[src/rtl/sync_fifo_pkg.sv]
// Shared pointer arithmetic for the systolic-array synchronous FIFO pointer blocks.
// Pointers are {wrap, idx} with idx in 0..depth-1; idx is zero-extended into ptr_t.
package sync_fifo_pkg;

    localparam int unsigned PtrIdxMaxW = 16;

    typedef struct packed {
        logic                  wrap;
        logic [PtrIdxMaxW-1:0] idx;
    } ptr_t;

    function automatic int unsigned calc_idx_w(input int unsigned depth);
        return $clog2(depth);
    endfunction

    function automatic int unsigned calc_cnt_w(input int unsigned max_push);
        return $clog2(max_push + 1);
    endfunction

    function automatic int unsigned calc_free_w(input int unsigned depth);
        return $clog2(depth + 1);
    endfunction

    function automatic int unsigned fifo_occ(input ptr_t w, input ptr_t r,
                                             input int unsigned depth);
        if (w.wrap == r.wrap) begin
            return 32'(w.idx) - 32'(r.idx);
        end
        return depth - 32'(r.idx) + 32'(w.idx);
    endfunction

    // Requires ptr.idx < depth and n <= depth, so a single subtraction suffices.
    function automatic ptr_t fifo_ptr_add(input ptr_t ptr, input int unsigned n,
                                          input int unsigned depth);
        ptr_t        res;
        int unsigned sum;
        sum = 32'(ptr.idx) + n;
        if (sum >= depth) begin
            res.idx  = PtrIdxMaxW'(sum - depth);
            res.wrap = ~ptr.wrap;
        end else begin
            res.idx  = PtrIdxMaxW'(sum);
            res.wrap = ptr.wrap;
        end
        return res;
    endfunction

endpackage

[src/rtl/sync_fifo_ptr_add.sv]
// Modulo-DEPTH pointer increment with wrap-bit toggle; purely combinational.
module sync_fifo_ptr_add
    import sync_fifo_pkg::*;
#(
    parameter int unsigned DEPTH = 6,
    parameter int unsigned IDX_W = calc_idx_w(DEPTH),
    parameter int unsigned CNT_W = 2
) (
    input  logic [IDX_W:0]   ptr_i,
    input  logic [CNT_W-1:0] n_i,
    output logic [IDX_W:0]   ptr_o
);

    ptr_t ptr_in;
    ptr_t ptr_sum;
    logic unused_idx_hi;

    always_comb begin
        ptr_in      = '0;
        ptr_in.wrap = ptr_i[IDX_W];
        ptr_in.idx  = PtrIdxMaxW'(ptr_i[IDX_W-1:0]);
        ptr_sum     = fifo_ptr_add(ptr_in, 32'(n_i), DEPTH);
        ptr_o       = {ptr_sum.wrap, ptr_sum.idx[IDX_W-1:0]};
    end

    assign unused_idx_hi = ^ptr_sum.idx[PtrIdxMaxW-1:IDX_W];

endmodule

[src/rtl/sync_fifo_wptr_multi.sv]
// Multi-push write-pointer controller: any DEPTH >= 2, partial acceptance,
// free count / almost-full, flush to the read pointer, and sticky overflow.
module sync_fifo_wptr_multi
    import sync_fifo_pkg::*;
#(
    parameter int unsigned DEPTH     = 6,
    parameter int unsigned MAX_PUSH  = 2,
    parameter int unsigned AF_THRESH = 1,
    parameter int unsigned IDX_W     = calc_idx_w(DEPTH),
    parameter int unsigned CNT_W     = calc_cnt_w(MAX_PUSH),
    parameter int unsigned FREE_W    = calc_free_w(DEPTH)
) (
    input  logic              clk,
    input  logic              rst_n,
    input  logic              flush,
    input  logic [CNT_W-1:0]  push_cnt,
    input  logic [IDX_W:0]    r_ptr,
    input  logic              clear_ovf,
    output logic [IDX_W:0]    w_ptr,
    output logic [CNT_W-1:0]  push_ack,
    output logic [FREE_W-1:0] free_cnt,
    output logic              full,
    output logic              almost_full,
    output logic              overflow
);

    localparam int unsigned AW = FREE_W + 1;

    logic [IDX_W:0] w_ptr_q, w_ptr_d, w_ptr_inc;
    logic           overflow_q, overflow_d;
    ptr_t           w_p, r_p;
    logic [AW-1:0]  occ, free_ext, req, ack_ext;

    always_comb begin
        w_p      = '0;
        w_p.wrap = w_ptr_q[IDX_W];
        w_p.idx  = PtrIdxMaxW'(w_ptr_q[IDX_W-1:0]);
        r_p      = '0;
        r_p.wrap = r_ptr[IDX_W];
        r_p.idx  = PtrIdxMaxW'(r_ptr[IDX_W-1:0]);

        occ      = AW'(fifo_occ(w_p, r_p, DEPTH));
        free_ext = AW'(DEPTH) - occ;

        // Offers beyond MAX_PUSH are illegal; clamp rather than over-advance.
        req = (AW'(push_cnt) > AW'(MAX_PUSH)) ? AW'(MAX_PUSH) : AW'(push_cnt);

        if (flush) begin
            ack_ext = '0;
        end else if (req < free_ext) begin
            ack_ext = req;
        end else begin
            ack_ext = free_ext;
        end

        push_ack    = CNT_W'(ack_ext);
        free_cnt    = FREE_W'(free_ext);
        full        = (free_ext == '0);
        almost_full = (free_ext <= AW'(AF_THRESH));

        w_ptr_d = flush ? r_ptr : w_ptr_inc;

        // A refused push in the same cycle as clear_ovf keeps the flag set.
        if (!flush && (AW'(push_cnt) > free_ext)) begin
            overflow_d = 1'b1;
        end else if (clear_ovf) begin
            overflow_d = 1'b0;
        end else begin
            overflow_d = overflow_q;
        end
    end

    sync_fifo_ptr_add #(
        .DEPTH (DEPTH),
        .IDX_W (IDX_W),
        .CNT_W (CNT_W)
    ) u_ptr_add (
        .ptr_i (w_ptr_q),
        .n_i   (push_ack),
        .ptr_o (w_ptr_inc)
    );

    always_ff @(posedge clk or negedge rst_n) begin
        if (!rst_n) begin
            w_ptr_q    <= '0;
            overflow_q <= 1'b0;
        end else begin
            w_ptr_q    <= w_ptr_d;
            overflow_q <= overflow_d;
        end
    end

    assign w_ptr    = w_ptr_q;
    assign overflow = overflow_q;

endmodule

[config.mk]
export PLATFORM = sky130hd
export DESIGN_NAME = sync_fifo_wptr_multi
export DESIGN_NICKNAME = d
export VERILOG_FILES = /design/src/rtl/sync_fifo_pkg.sv /design/src/rtl/sync_fifo_ptr_add.sv /design/src/rtl/sync_fifo_wptr_multi.sv
export SDC_FILE = /design/constraint.sdc
export NUM_CORES = 1
export LEC_CHECK = 0
export ABC_AREA = 1
export CORE_UTILIZATION = 53
export CTS_CLUSTER_SIZE = 40
export DETAILED_ROUTE_END_ITERATION = 10
export PLACE_DENSITY_LB_ADDON = 0.05
export SLEW_MARGIN = 25
export SYNTH_ARGS = -nofsm -noshare
export SYNTH_HDL_FRONTEND = slang
export SYNTH_HIERARCHICAL = 1
export SYNTH_SLANG_ARGS = --single-unit
[constraint.sdc]
create_clock -name clk -period 10.02 [get_ports clk]
set_input_delay 1.002 -clock clk [delete_from_list [all_inputs] [get_ports clk]]
set_output_delay 1.002 -clock clk [all_outputs]
set_load 0.05 [all_outputs]
==> flow_summary.yaml <==
outcome:
  status: "completed"
sta:
  fin_ws_ns: 4.440
  hold_viol_final: 0
  finClkSkew_ns: 0.0003797
  min_period_over_period_pct: 55.68
  max_freq_mhz: 179.2
  drv_slew: 0
  period_needed_ns: 5.580
  fin_tns_setup_ns: 0
  rsz0062_at_grt: "no"
  worst_slew_pin_slew_ns: 0.4923
  relSlewSlack_pct: 67.08
  setup_viol: 0
clock_tree:
  clock_latency_ns: 0.24
  root_buffer: "clkbuf_4"
  clockBufferDepth: 2
  tritoncts: "built"
  postCtsSetupRepairBufs: 0
  cts_max_level: 1
  cts_buffers: 3
  ctsHoldBuffers: 0
  path_clk_slew_ns: 0.04
  cts.sinks: 5
  cts-resized-gates: 0
logic_synthesis:
  synthMuxAreaShare_pct: 0
  synth_seq_area_share_pct: 13.89
  synth_compound_area_share_pct: 5.000
  yosys.area_share.simple_pct: 35.42
  syn_inst: 136
  syn-num-nets: 164
  yosysUniqueCellTypes: 21
  synthesis.area_um2: 900.9
  synth-seq-cells: 5
  synth_top_family_by_area: "simple AND/OR/NAND/NOR gates"
  synth_warnings: 6
  avgSynthCellArea_um2: 6.624
  synth_xor_area_share_pct: 4.028
  synth_adder_area_share_pct: 27.50
setup_path:
  arrival_ns: 4.58
  crit_slowest_cell: "clkdlybuf4s50_1"
  path_class: "input port to output pin"
  critPathCaptureType: "output pin"
  timing.rr.start: "w_ptr[0]"
  cp-start-kind: "input port"
  crit_buf_inv: 5
  cp_top_family: "buffers and inverters"
  slowest_delay_ns: 0.83
  cp-startpoint: "r_ptr[0]"
  cp_max_fo: 4
  crit_chain: "clkdlybuf4s50_1 > ha_1 > inv_1 > fa_1 > nand3b_1 > nand2_1 > inv_1 > ha_1 > ha_1 > o21ai_0 > nand2_1 > nand3_2 > nand2_1 > inv_1 > nor2_2 > clkdlybuf4s50_1"
  cp.required_ns: 9.02
routing:
  dr.pass1.iters: 4
  avgRoutedWirePerCell_um: 10.39
  via_per_inst: 5.028
  drtAntennaViolNets: 0
  vias: 885
  post-route-drc-count: 0
  drt_iter0_drc: 6
  wl_mm: 1.829
placed_design:
  place_hpwl_mm: 1.569
  place_congestion: 0.9141
  placed_area_mm2: 0.001127
  portBuffers: 21
  pre_cts_ws_ns: 4.461
finish:
  drive_above_1_share_pct: 11.25
  fill_cells: 129
  area_delta_synth_final_pct: 28.06
  diodes: 0
  postLayoutCellArea_mm2: 0.001154
  nets: 189
global_route:
  grt_max_degree: 11
  grt_pass1_vias: 812
  grt_pass1_wl_mm: 3.174
  track_usage_pct: 22.23
  antenna_found_initial: 0
  overflow: 0
die:
  die_height_um: 43.23
  initial_core_util_pct: 58.44
  die_area_mm2: 0.001868
  ios: 22
  rows: 14
  die_x_um: 43.23
  coreArea_mm2: 0.001541
worst_hold_path:
  worstHoldPathType: "flop to flop"
  hold_start: "overflow"
flow_run:
  cap_violations: 0
==> area by class of cell <==
| cell class | instances | area [um2] | area share [%] |
|---|---|---|---|
| tap | 16 | 20.02 | 1.735 |
| multi-input combinational | 97 | 648.1 | 56.18 |
| inverter | 33 | 123.9 | 10.74 |
| timing repair buffer | 21 | 210.2 | 18.22 |
| sequential | 5 | 125.1 | 10.85 |
| clock buffer | 4 | 26.28 | 2.278 |
==> worst paths after layout <==
check / cells past startpoint / slack (ns) / end
min in group asynchronous: 1 / 1.00 / w_ptr[0]
worst max-delay path: 16 / 4.44 / push_ack[1]
max in group asynchronous: 1 / 8.82 / w_ptr[1]
worst max register to register: 24 / 6.07 / w_ptr[2]
worst min-delay path: 2 / 0.52 / overflow
worst min register to register: 2 / 0.52 / overflow
==> synthesized netlist by cell type (all sizes together) <==
master | count | share of area [%]
nand3 | 10 | 6.7
xnor2 | 2 | 4.0
inv | 32 | 13
o21ai | 6 | 3.3
clkbuf | 1 | 0.42
fa | 3 | 6.7
dfrtp | 5 | 14
clkinv | 1 | 0.42
nand2 | 47 | 22
nor2 | 7 | 3.7
a21oi | 3 | 1.7
nand4 | 3 | 2.1
nand3b | 1 | 0.83
ha | 15 | 21
==> logic make-up (layout without fill, tap and decap cells) <==
family          after synthesis  in the layout
simple gates                 68             68
buf+inv                      34             58
fa+ha+maj                    18             18
compound gates                9              9
flops                         5              5
xor+xnor                      2              2
==> state kept, by name, indices dropped and copies added (netlist names) <==
register  count
overflow      1
w_ptr         4
==> metal layers <==
layer / wire length [um] / track usage (%) / up-vias
met2: 896 / 38.51 / 20
met3: 79 / 3.830 / 4
met1: 836 / 28.27 / 401
li1: - / - / 460
met4: 17 / 5.455 / 0
met5: 0 / 0 / -
==> worst min-delay path, cell delays in order (launching register included) <==
cell	delay, ns
dfrtp_1	0.37
inv_1	0.05
o21ai_0	0.06
==> placed cells by master, fill, tap and decap left out <==
cell,count
nand4_1,3
clkbuf_1,1
inv_1,30
xnor2_1,1
o21ai_1,1
nand2_2,6
nand3_2,2
nor2_1,4
a21oi_1,3
xnor2_4,1
dfrtp_1,5
nand2_4,1
nand2_1,40
clkbuf_4,3
fa_1,3
clkdlybuf4s50_1,21
ha_1,15
o21ai_0,5
nand3b_1,1
inv_2,2
clkinv_1,1
nand3_1,8
nor2_2,3
==> per-stage QoR <==
stage,util (%),std cells,hold slack [ns]
detailed placement,73.13,172,0.5169
global route,74.84,176,0.5761
global placement,73.13,172,0.5091
CTS,74.84,176,0.5261
floorplan,-,136,0.7064
finish,74.84,176,0.5184
Power is not shown: default switching activity piles up to over one toggle a cycle in this logic, so the estimate is an artifact.
